===== config.mk =====
export PLATFORM = sky130hd
export DESIGN_NAME = jt053246_objscan
export DESIGN_NICKNAME = d
export VERILOG_FILES = /design/src/rtl/jt053246_pkg.sv /design/src/rtl/jt053246_reqfifo.sv /design/src/rtl/jt053246_objscan.sv
export SDC_FILE = /design/constraint.sdc
export NUM_CORES = 1
export LEC_CHECK = 0
export CORE_MARGIN = 2
export CORE_UTILIZATION = 58
export CTS_CLUSTER_SIZE = 30
export DETAILED_ROUTE_END_ITERATION = 7
export DONT_BUFFER_PORTS = 1
export PLACE_DENSITY = 0.82
export SYNTH_ARGS = -nofsm -noshare
export SYNTH_HDL_FRONTEND = slang
export SYNTH_SLANG_ARGS = --single-unit

===== constraint.sdc =====
create_clock -name clk -period 8.9 [get_ports clk]
set_clock_uncertainty 0.15 [all_clocks]
set_input_delay 1.335 -clock clk [delete_from_list [all_inputs] [get_ports clk]]
set_output_delay 1.335 -clock clk [all_outputs]
set_load 0.05 [all_outputs]

===== src/rtl/jt053246_pkg.sv =====
// Shared definitions for the object table scanner.
//   - entry word bit positions for word 0 (sub 0) and word 5 (sub 1, w2)
//   - req_t: one 16-pixel column draw request as stored in the FIFO
//   - state_t: scanner FSM states
package jt053246_pkg;

   // Word 0 (sub 0, w0)
   localparam int W0_ACTIVE = 15;
   localparam int W0_SQ     = 14;
   localparam int W0_VFLIP  = 13;
   localparam int W0_HFLIP  = 12;
   localparam int W0_VSZ    = 10;   // [11:10]
   localparam int W0_HSZ    = 8;    // [9:8]

   // Word 5 (sub 1, w2): {res2, shd, attr}
   localparam int W5_ATTR   = 0;    // [9:0]
   localparam int W5_SHD    = 10;   // [11:10]

   typedef struct packed {
      logic [15:0] code;
      logic [8:0]  hpos;
      logic [3:0]  ysub;
      logic [9:0]  hzoom;
      logic [9:0]  attr;
      logic [1:0]  shd;
      logic        hflip;
      logic        vflip;
      logic        first;
   } req_t;

   typedef enum logic [2:0] {IDLE, RD0, RD1, CALC, EMIT, NEXT} state_t;

   // Tile row goes into the interleaved odd code bits, column into the even ones.
   function automatic logic [15:0] merge_code(input logic [15:0] code,
                                              input logic [2:0]  row,
                                              input logic [2:0]  col);
      logic [2:0] r, c;
      r = {code[5], code[3], code[1]} + row;
      c = {code[4], code[2], code[0]} + col;
      return {code[15:6], r[2], c[2], r[1], c[1], r[0], c[0]};
   endfunction

endpackage


===== src/rtl/jt053246_reqfifo.sv =====
// Synchronous FIFO for draw requests.
//   clk, rst (async, active-high), cen : clocking
//   push/din  : write side, accepted when not full or when a pop frees a slot
//   pop/dout  : read side, dout is the head (valid while !empty)
//   full/empty: occupancy flags
module jt053246_reqfifo #(
   parameter int DW = 8,
   parameter int AW = 3
)(
   input  logic          clk,
   input  logic          rst,
   input  logic          cen,
   input  logic          push,
   input  logic [DW-1:0] din,
   input  logic          pop,
   output logic [DW-1:0] dout,
   output logic          full,
   output logic          empty
);
   localparam int DEPTH = 1 << AW;

   logic [DW-1:0] mem [DEPTH];
   logic [AW-1:0] wr_ptr, rd_ptr;
   logic [AW:0]   cnt;
   logic          do_push, do_pop;

   assign empty   = cnt == '0;
   assign full    = cnt == (AW+1)'(DEPTH);
   assign do_pop  = cen && pop && !empty;
   // A full FIFO still takes a write when the head leaves in the same cycle.
   assign do_push = cen && push && (!full || do_pop);
   assign dout    = mem[rd_ptr];

   always_ff @(posedge clk or posedge rst) begin
      if (rst) begin
         wr_ptr <= '0;
         rd_ptr <= '0;
         cnt    <= '0;
      end else begin
         if (do_push) wr_ptr <= wr_ptr + AW'(1);
         if (do_pop)  rd_ptr <= rd_ptr + AW'(1);
         cnt <= cnt + {{AW{1'b0}}, do_push} - {{AW{1'b0}}, do_pop};
      end
   end

   always_ff @(posedge clk) begin
      if (do_push) mem[wr_ptr] <= din;
   end

endmodule


===== src/rtl/jt053246_objscan.sv =====
// Sprite table scanner: on each hs rising edge inside [vfirst,vlast] walks the
// 2^OBJW-entry object table, tests each object against the latched line and
// queues one request per 16-pixel column into a FIFO drained by the drawer.
//   clk, rst (async, active-high), cen : clocking
//   hs, vdump, vfirst, vlast           : scan start and line window
//   ghf, gvf, xoff                     : global flips and X offset
//   tbl_addr/tbl_data                  : object table port ({obj,sub}, 1-cycle latency)
//   req_*                              : FIFO head, valid/ready handshake
//   ovf                                : per-line object cap reached
//   late                               : previous scan still running at start
module jt053246_objscan
   import jt053246_pkg::*;
#(
   parameter int         OBJW   = 8,
   parameter int         FIFOW  = 3,
   parameter int         MAXOBJ = 64,
   parameter logic [9:0] YOFF   = 10'h10F
)(
   input  logic            clk,
   input  logic            rst,
   input  logic            cen,
   input  logic            hs,
   input  logic [8:0]      vdump,
   input  logic [8:0]      vfirst,
   input  logic [8:0]      vlast,
   input  logic            ghf,
   input  logic            gvf,
   input  logic [9:0]      xoff,
   output logic [OBJW+1:0] tbl_addr,
   input  logic [63:0]     tbl_data,
   output logic            req_valid,
   input  logic            req_ready,
   output logic [15:0]     req_code,
   output logic [8:0]      req_hpos,
   output logic [3:0]      req_ysub,
   output logic [9:0]      req_hzoom,
   output logic [9:0]      req_attr,
   output logic [1:0]      req_shd,
   output logic            req_hflip,
   output logic            req_vflip,
   output logic            req_first,
   output logic            ovf,
   output logic            late
);
   localparam int CNTW = OBJW + 1;

   state_t          st, st_nx;
   logic            hs_l, start, push, full, empty, can_push;
   logic [8:0]      vline;
   logic [OBJW-1:0] scan_obj;
   logic [CNTW-1:0] count;
   logic [2:0]      col;
   logic            cap_hit;

   // sub-0 fields
   logic        sq, pre_vf, pre_hf;
   logic [1:0]  vsz, hsz;
   logic [15:0] code;
   logic [9:0]  y, x;
   // CALC results
   logic [9:0]  hzoom_r, attr_r;
   logic [1:0]  shd_r;
   logic [2:0]  row_r;
   logic [3:0]  ysub_r;
   logic        vf_eff_r, hf_eff_r;
   logic [8:0]  xo_r;

   logic [9:0]  vzoom, hzoom, yv, dy, sc, height, xo;
   logic [19:0] prod;
   logic        inzone, visible, vf_eff;
   logic [2:0]  vmask, hmask, row, colx;
   logic [3:0]  ysub;
   req_t        req_in, head;
   logic        unused_bits;

   assign unused_bits = ^{tbl_data[63:58], tbl_data[47:44], prod[5:0]};

   assign start    = cen && hs && !hs_l && vdump >= vfirst && vdump <= vlast;
   assign tbl_addr = {scan_obj, 1'b0, st == RD1};
   assign cap_hit  = (MAXOBJ != 0) && (count == CNTW'(MAXOBJ));
   assign can_push = !full || (req_ready && !empty);

   // Vertical zone test, evaluated while sub 1 is on tbl_data
   always_comb begin
      vzoom   = tbl_data[25:16];
      hzoom   = sq ? vzoom : tbl_data[9:0];
      yv      = (gvf ? -y : y) + YOFF;
      dy      = {vline[8], vline} - yv;
      prod    = {10'd0, dy} * {10'd0, vzoom};
      sc      = prod[15:6];
      height  = 10'd16 << vsz;
      inzone  = !dy[9] && sc < height && prod[19:16] == 4'd0;
      xo      = (ghf ? -x : x) - xoff;
      visible = inzone && !xo[9];
      vf_eff  = pre_vf ^ gvf;
      vmask   = 3'b111 >> (2'd3 - vsz);
      row     = (sc[6:4] ^ {3{vf_eff}}) & vmask;
      ysub    = sc[3:0] ^ {4{vf_eff}};
   end

   // Column request assembly
   always_comb begin
      hmask         = 3'b111 >> (2'd3 - hsz);
      colx          = col ^ (hf_eff_r ? hmask : 3'd0);
      req_in.code   = merge_code(code, row_r, colx);
      req_in.hpos   = xo_r + {2'b00, col, 4'b0000};
      req_in.ysub   = ysub_r;
      req_in.hzoom  = hzoom_r;
      req_in.attr   = attr_r;
      req_in.shd    = shd_r;
      req_in.hflip  = hf_eff_r;
      req_in.vflip  = vf_eff_r;
      req_in.first  = col == 3'd0;
   end

   always_comb begin
      st_nx = st;
      push  = 1'b0;
      case (st)
         IDLE: st_nx = IDLE;
         RD0:  st_nx = RD1;
         RD1:  st_nx = tbl_data[W0_ACTIVE] ? CALC : NEXT;
         CALC: begin
            if (!visible)    st_nx = NEXT;
            else if (cap_hit) st_nx = IDLE;
            else              st_nx = EMIT;
         end
         EMIT: begin
            if (can_push) begin
               push = 1'b1;
               if (col == hmask) st_nx = NEXT;
            end
         end
         NEXT:    st_nx = (scan_obj == {OBJW{1'b1}}) ? IDLE : RD0;
         default: st_nx = IDLE;
      endcase
      if (start) st_nx = RD0;
   end

   always_ff @(posedge clk or posedge rst) begin
      if (rst) begin
         st       <= IDLE;
         hs_l     <= 1'b0;
         vline    <= '0;
         scan_obj <= '0;
         count    <= '0;
         col      <= '0;
         ovf      <= 1'b0;
         late     <= 1'b0;
      end else if (cen) begin
         st   <= st_nx;
         hs_l <= hs;
         if (start) begin
            vline    <= vdump;
            scan_obj <= '0;
            count    <= '0;
            ovf      <= 1'b0;
            late     <= st != IDLE;
         end else begin
            case (st)
               CALC: begin
                  col <= 3'd0;
                  if (visible) begin
                     if (cap_hit) ovf <= 1'b1;
                     else         count <= count + CNTW'(1);
                  end
               end
               EMIT:    if (can_push) col <= col + 3'd1;
               NEXT:    scan_obj <= scan_obj + OBJW'(1);
               default: ;
            endcase
         end
      end
   end

   // Capture stage: sub 0 in RD1, sub 1 derived values in CALC
   always_ff @(posedge clk) begin
      if (cen) begin
         if (st == RD1) begin
            sq     <= tbl_data[W0_SQ];
            pre_vf <= tbl_data[W0_VFLIP];
            pre_hf <= tbl_data[W0_HFLIP];
            vsz    <= tbl_data[W0_VSZ +: 2];
            hsz    <= tbl_data[W0_HSZ +: 2];
            code   <= tbl_data[31:16];
            y      <= tbl_data[41:32];
            x      <= tbl_data[57:48];
         end
         if (st == CALC) begin
            hzoom_r  <= hzoom;
            attr_r   <= tbl_data[32 + W5_ATTR +: 10];
            shd_r    <= tbl_data[32 + W5_SHD +: 2];
            row_r    <= row;
            ysub_r   <= ysub;
            vf_eff_r <= vf_eff;
            hf_eff_r <= pre_hf ^ ghf;
            xo_r     <= xo[8:0];
         end
      end
   end

   jt053246_reqfifo #(.DW($bits(req_t)), .AW(FIFOW)) u_fifo (
      .clk   (clk),
      .rst   (rst),
      .cen   (cen),
      .push  (push),
      .din   (req_in),
      .pop   (req_ready),
      .dout  (head),
      .full  (full),
      .empty (empty)
   );

   // Head fields read as zero while the FIFO is empty
   assign req_valid = !empty;
   assign req_code  = req_valid ? head.code  : '0;
   assign req_hpos  = req_valid ? head.hpos  : '0;
   assign req_ysub  = req_valid ? head.ysub  : '0;
   assign req_hzoom = req_valid ? head.hzoom : '0;
   assign req_attr  = req_valid ? head.attr  : '0;
   assign req_shd   = req_valid ? head.shd   : '0;
   assign req_hflip = req_valid && head.hflip;
   assign req_vflip = req_valid && head.vflip;
   assign req_first = req_valid && head.first;

endmodule


== Word-level counts from Yosys, hierarchy flattened ==
Memories as Yosys holds them, arrays and structs flattened.
Index checks and enable logic that the tools add are counted.

* ROM bits: 0
* Bits of input ports: 108
* Bits in latches: 0
* Output and inout bits: 67
* Word-level logic and storage cells: 145
* Memories kept: 1
* RAM bits: 432
* Register bits: 128

* Shifts and indexed selects: 3
* Divide/modulo/power cells: 0
* Muxes and demuxes: 34
* Equality and inequality tests: 13
* Reduce and logical (&&, ||, !) cells: 39
* Add/sub/neg operators: 17
* Bitwise gates (word level): 7
* Multipliers: 1
* $lt $le $gt $ge: 3

{| class="wikitable"
|+ Memories
! memory !! words !! width !! rd ports !! clocked after memory_dff !! wr ports !! RTL line !! source
|-
| u_fifo.mem || 8 || 54 || 1 || 0 || 1 || jt053246_reqfifo.sv:22 || <nowiki>logic [DW-1:0] mem [DEPTH];</nowiki>
|}

{| class="wikitable"
|+ Operator list
! operator !! count
|-
| $mux 10 || 5
|-
| $mux 9 || 5
|-
| $mux 3 || 8
|-
| $mul 10x10->20 || 1
|-
| $neg 10->10 || 2
|-
| $sub 10x10->10 || 2
|-
| $mux 16 || 1
|-
| $mux 8 || 2
|-
| $logic_and 1x1->1 || 15
|-
| $pmux 3 s5 || 1
|-
| $reduce_and 4->1 || 3
|-
| $add 10x9->10 const B || 1
|-
| $lt 10x10->1 || 1
|-
| $reduce_bool 2->1 || 5
|-
| $shl 5x2->10 const A || 1
|-
| $add 3x1->3 const B || 3
|-
| $add 9x1->9 const B || 1
|-
| $add 9x7->9 || 1
|-
| $eq 9x7->1 const B || 1
|-
| $ge 9x9->1 || 1
|-
| $le 9x9->1 || 1
|-
| $mux 1 || 9
|-
| $add 8x1->8 const B || 1
|-
| $eq 8x8->1 const B || 1
|-
| other kinds (27) || 45
|}

== Depth between registers and ports, before layout ==
* Word-level depth: 12
* Mapped depth: 40
* Gate-level depth less buffers: 38

== Modules after synthesis ==
A second synthesis with hierarchy kept.

* Cell total of the unflattened synthesis: 1,736
* Area total of the unflattened synthesis: 27,161.0 µm²

{| class="wikitable"
|+ Modules (own cells, without submodules)
! module !! area an instance (µm²) !! cells an instance !! instances
|-
| jt053246_reqfifo || 16,809.9 || 687 || 1
|-
| jt053246_objscan || 10,351.2 || 1,049 || 1
|}

== Least setup slack after synthesis ==
OpenSTA, ideal clock, no wires.

* Path type: input to register
* From: in gvf
* To: reg count[3]
* Slack: -0.956 ns
* Buffers on the path: 2
* Data arrival time: 9.628 ns
* Stages on the path: 36
* Path through: clkbuf_1 -> nor2b_1 -> xnor2_1 -> ha_1 -> ha_1 -> a21o_1 -> a21oi_1 -> o21bai_1 -> a21oi_1 -> o21bai_1 -> a21oi_1 -> xnor2_1 -> nand2_1 -> fa_1 -> inv_1 -> fa_1 -> fa_1 -> fa_1 -> inv_1 -> fa_1 -> inv_1 -> ha_1 -> clkbuf_1 -> nand4_1 -> o221ai_1 -> nor2_1 -> xnor2_1 -> ha_1 -> o21a_1 -> o21a_1 -> o21ai_0 -> o2111ai_1 -> a2111oi_2 -> nand4_4 -> or4_1 -> a21oi_1

* Longest elaborated chain between the ends: 10
* Elaborated cells on any way between the ends: 12
* Classes of those cells: add/sub (2); mul (1); order compare (1); mux (1); reduce/logical (7)

{| class="wikitable"
|+ Ends and longest elaborated chain
! element !! RTL line !! source
|-
| from (decl) || jt053246_objscan.sv:27 || <nowiki>input logic gvf,</nowiki>
|-
| $mux 10 (*) || jt053246_objscan.sv:87 || <nowiki>yv = (gvf ? -y : y) + YOFF;</nowiki>
|-
| $add 10x9->10 (*) || jt053246_objscan.sv:87 ||
|-
| $sub 10x10->10 (*) || jt053246_objscan.sv:88 || <nowiki>dy = {vline[8], vline} - yv;</nowiki>
|-
| $mul 10x10->20 || jt053246_objscan.sv:89 || <nowiki>prod = {10'd0, dy} * {10'd0, vzoom};</nowiki>
|-
| $lt 10x10->1 || jt053246_objscan.sv:92 || <nowiki>inzone = !dy[9] && sc < height && prod[19:16] == 4'd0;</nowiki>
|-
| $logic_and 1x1->1 || jt053246_objscan.sv:92 ||
|-
| $logic_and 1x1->1 (*) || jt053246_objscan.sv:92 ||
|-
| $logic_and 1x1->1 (*) || jt053246_objscan.sv:94 || <nowiki>visible = inzone && !xo[9];</nowiki>
|-
| $reduce_bool 2->1 (no source line) (*) || n/a ||
|-
| $reduce_and 4->1 (no source line) (*) || n/a ||
|-
| to (signal assigned) || jt053246_objscan.sv:165 || <nowiki>else count <= count + CNTW'(1);</nowiki>
|-
| to (decl) || jt053246_objscan.sv:51 || <nowiki>logic [CNTW-1:0] count;</nowiki>
|}

Mark *: on every way between the ends. The rest lies on a longest branch, timed or not.
A chain may end at the register's enable or synchronous reset.

== Worst setup path in the final report ==
* From: reg y[1]
* To: reg st[2]

* Longest elaborated chain between the ends: 12
* Elaborated cells on any way between the ends: 14
* Classes of those cells: add/sub (3); mul (1); order compare (1); mux (4); reduce/logical (5)

{| class="wikitable"
|+ Ends and longest elaborated chain
! element !! RTL line !! source
|-
| from (decl) || jt053246_objscan.sv:59 || <nowiki>logic [9:0] y, x;</nowiki>
|-
| from (signal assigned) || jt053246_objscan.sv:186 || <nowiki>y <= tbl_data[41:32];</nowiki>
|-
| $neg 10->10 || jt053246_objscan.sv:87 ||
|-
| $mux 10 (*) || jt053246_objscan.sv:87 ||
|-
| $add 10x9->10 (*) || jt053246_objscan.sv:87 ||
|-
| $sub 10x10->10 (*) || jt053246_objscan.sv:88 ||
|-
| $mul 10x10->20 || jt053246_objscan.sv:89 ||
|-
| $lt 10x10->1 || jt053246_objscan.sv:92 ||
|-
| $logic_and 1x1->1 || jt053246_objscan.sv:92 ||
|-
| $logic_and 1x1->1 (*) || jt053246_objscan.sv:92 ||
|-
| $logic_and 1x1->1 (*) || jt053246_objscan.sv:94 ||
|-
| $mux 3 (*) || jt053246_objscan.sv:124 || <nowiki>if (!visible) st_nx = NEXT;</nowiki>
|-
| $pmux 3 s5 (*) || jt053246_objscan.sv:119 || <nowiki>case (st)</nowiki>
|-
| $mux 3 (*) || jt053246_objscan.sv:137 || <nowiki>if (start) st_nx = RD0;</nowiki>
|-
| to (signal assigned) || jt053246_objscan.sv:151 || <nowiki>st <= st_nx;</nowiki>
|-
| to (decl) || jt053246_objscan.sv:47 || <nowiki>state_t st, st_nx;</nowiki>
|}

Marks and branches as above.

==> results.toml <==
[status]
outcome = "finished with violations"
violations = "negative setup slack"

[route]
via_count = 15000
postRouteAntennaNets = 0
drc = 0
drtPass1Iterations = 5
drt_iter0_drc = 1351
wl_per_cell_um = 25.0
via_per_inst = 6.13
drt_wl_total_um = 61300

[die]
rows = 78
pin_count = 175
core_area_um2 = 45600
die_h_um = 219
chipWidth_um = 219
start_util_pct = 58.9
dieArea_um2 = 48000

[clock_tree]
clk_latency_ns = 0.62
cts_buffer_depth = 3
clkSlewWorstSetupHoldPaths_ns = 0.06
cts_buffers = 55
cts_root_buffer = "clkbuf_16"
htree_levels = 2
numClockSinks = 560
cts_tree = "yes"

[yosys]
yosysMostFrequentCell = "edfxtp_1"
async_flop_share_pct = 8.04
seq_area_frac_synth_pct = 61.8
synth_top_area_share_pct = 57.6
synth_area_um2 = 26800
synth_top_flop_cell = "edfxtp_1"
synthCells = 1721
synth_edf_count = 515
synth.distinct_cells = 66
yosysTopAreaCell = "edfxtp_1"
syn_avg_cell_area_um2 = 15.6
synth_seq_cells = 560
yosys-top-cells-area = "edfxtp_1, mux4_2, ha_1"
ys_top_cells_by_count = "edfxtp_1, inv_1, ha_1, mux4_2, nor2_1"
syn_nets = 2017
yosys_warnings = 0

[grt]
grt_use_met3_pct = 5.17
grt_max_degree = 59
grt.total_usage_pct = 25.6
met2_usage_pct = 43.8
antenna_found_initial = 5
gr-total-overflow = 0
grt_pass1_wl_um = 90800
gr-usage-met1_pct = 32.8
grt_pass1_vias = 15700
grt_most_used_layer = "met2"

[critical_path]
crit_path_frequent_cell = "fa_1"
r2r_slack_ns = -0.07
r2r_cells = 39
cp-end-kind = "flop"
reg2reg_from = "y[1]$_DFFE_PP_"
critPathMaxStageDelay_ns = 0.54
required_ns = 9.16
crit_type = "reg2reg"
worstReg2RegEnd = "st[2]$_DFFE_PP0P_"
start_kind = "flop"
arrival_ns = 9.23
critPathSlowestCell = "fa_1"
cp_max_fo = 5

[min_path]
min_to = "vline[1]$_DFFE_PP0P_"
hold_depth = 1
holdCritStartpoint = "vline[1]$_DFFE_PP0P_"
hold_path.class = "reg2reg"

[timing]
max_slew_margin_pct = 8.65
fin_crit_sh_pct = 101
final-max-slew-violation-count = 0
rsz0062_at_grt = "true"
period_needed_ns = 8.97
hold_viol_final = 0
clock.fmax_mhz = 111
setup_viol = 6
finalHoldWorstSlack_ns = 0.341
worst_slew_pin_slew_ns = 1.37
final.setup.worst_slack_ns = -0.0713

[run]
max_cap_viol_count = 0

[finish]
drive_gt1_share_pct = 21.3
area_delta_synth_final_pct = 13.7
fin_nets = 2098

[place]
dp_hpwl_um = 37200
place.gp.congestion = 0.873
io_buffers = 0
==> state kept, by name (all words and copies together), names as in the netlist, 4 cells and up <==
signal,cells
hzoom_r,10
x,10
count,9
vline,9
u_fifo.cnt,4
ysub_r,4
u_fifo.mem,432
xo_r,9
attr_r,10
y,10
scan_obj,8
code,16
==> cell usage in the layout (no fill, tap or decap), drive strengths merged, types with 6 or more instances in the layout <==
cell type / instances
edfxtp: 515
inv: 161
ha: 121
mux4: 108
nor2: 97
nand2: 90
buf: 89
clkbuf: 70
fa: 67
mux2i: 59
xnor2: 53
and2: 52
dfrtp: 45
a21oi: 40
o21ai: 35
xor2: 21
mux2: 21
clkinv: 21
nor3: 16
nand3: 15
nand4: 12
o31ai: 12
nand2b: 11
nor2b: 11
or4: 8
a21o: 7
and3: 7
bufinv: 7
o21bai: 7
o21a: 6
or3: 6
==> worst max path at each step <==
stage	from	slack (ns)	cells after the start	end
after global routing	y[1]$_DFFE_PP_	-0.39	38	count[6]$_DFFE_PP0P_
final	y[1]$_DFFE_PP_	-0.07	39	st[2]$_DFFE_PP0P_
after global placement	gvf	-0.47	37	count[7]$_DFFE_PP0P_
after floorplan	gvf	-0.24	36	count[2]$_DFFE_PP0P_
after CTS	y[0]$_DFFE_PP_	0.01	41	st[2]$_DFFE_PP0P_
after detailed placement	gvf	-0.59	36	count[7]$_DFFE_PP0P_
==> layout make-up <==
cell class	count	area (µm²)
antenna	2	5.00
clock buffer	68	1430
clock inverter	34	409
fill	2920	15100
inverter	160	601
multi-input combinational	934	9990
sequential	560	16600
tap	600	751
timing repair buffer	91	734
==> per-layer routing <==
metal	share of wire, %	routed length (µm)
met5	0.018	11
met4	3.2	1940
met3	7.7	4710
met2	51	30900
met1	39	23700
==> cells by family (layout without fill, tap and decap cells) <==
kind of cell	count (synthesis)	count (layout)	share of synthesized area, %
DFF	560	560	61.8
and+or+nand+nor	342	342	6.31
buffers and inverters	227	353	3.20
adders and majority gates	188	188	10.6
muxes	188	188	12.1
AOI/OAI and AO/OA	141	141	3.46
xor gates and xnor gates	74	74	2.44
other	1	3	0.0140
==> critical path: cells and delay by family, from the launching register on <==
family,cells,cell delay (ns)
XOR/XNOR,3,0.54
flip-flops,1,0.42
buffers and inverters,10,0.97
AO/OA/AOI/OAI,10,2.00
AND/OR/NAND/NOR,7,1.14
adder cells (fa/ha/maj),9,3.58
==> metrics by stage <==
step | util (%) | setup slack (ns) | TNS, ns | instances | cell area [µm²]
floorplan | - | -0.244 | -1.86 | 1721 | 26900
global placement | 61.6 | -0.467 | -4.98 | 2331 | 28100
detailed placement | 61.6 | -0.590 | -6.38 | 2331 | 28100
CTS | 65.7 | 0.0105 | 0 | 2435 | 29900
global route | 66.9 | -0.389 | -3.97 | 2447 | 30500
finish | 66.9 | -0.0713 | -0.254 | 2449 | 30500
==> timing repair <==
action	CTS	global route
setup buffers	2	11
hold buffers	0	0
setup endpoints to repair	7	12
cloned	0	2
resized for setup	4	77
pin swaps	0	55
Power is not shown: default switching activity piles up to over one toggle a cycle in this logic, so the estimate is an artifact.
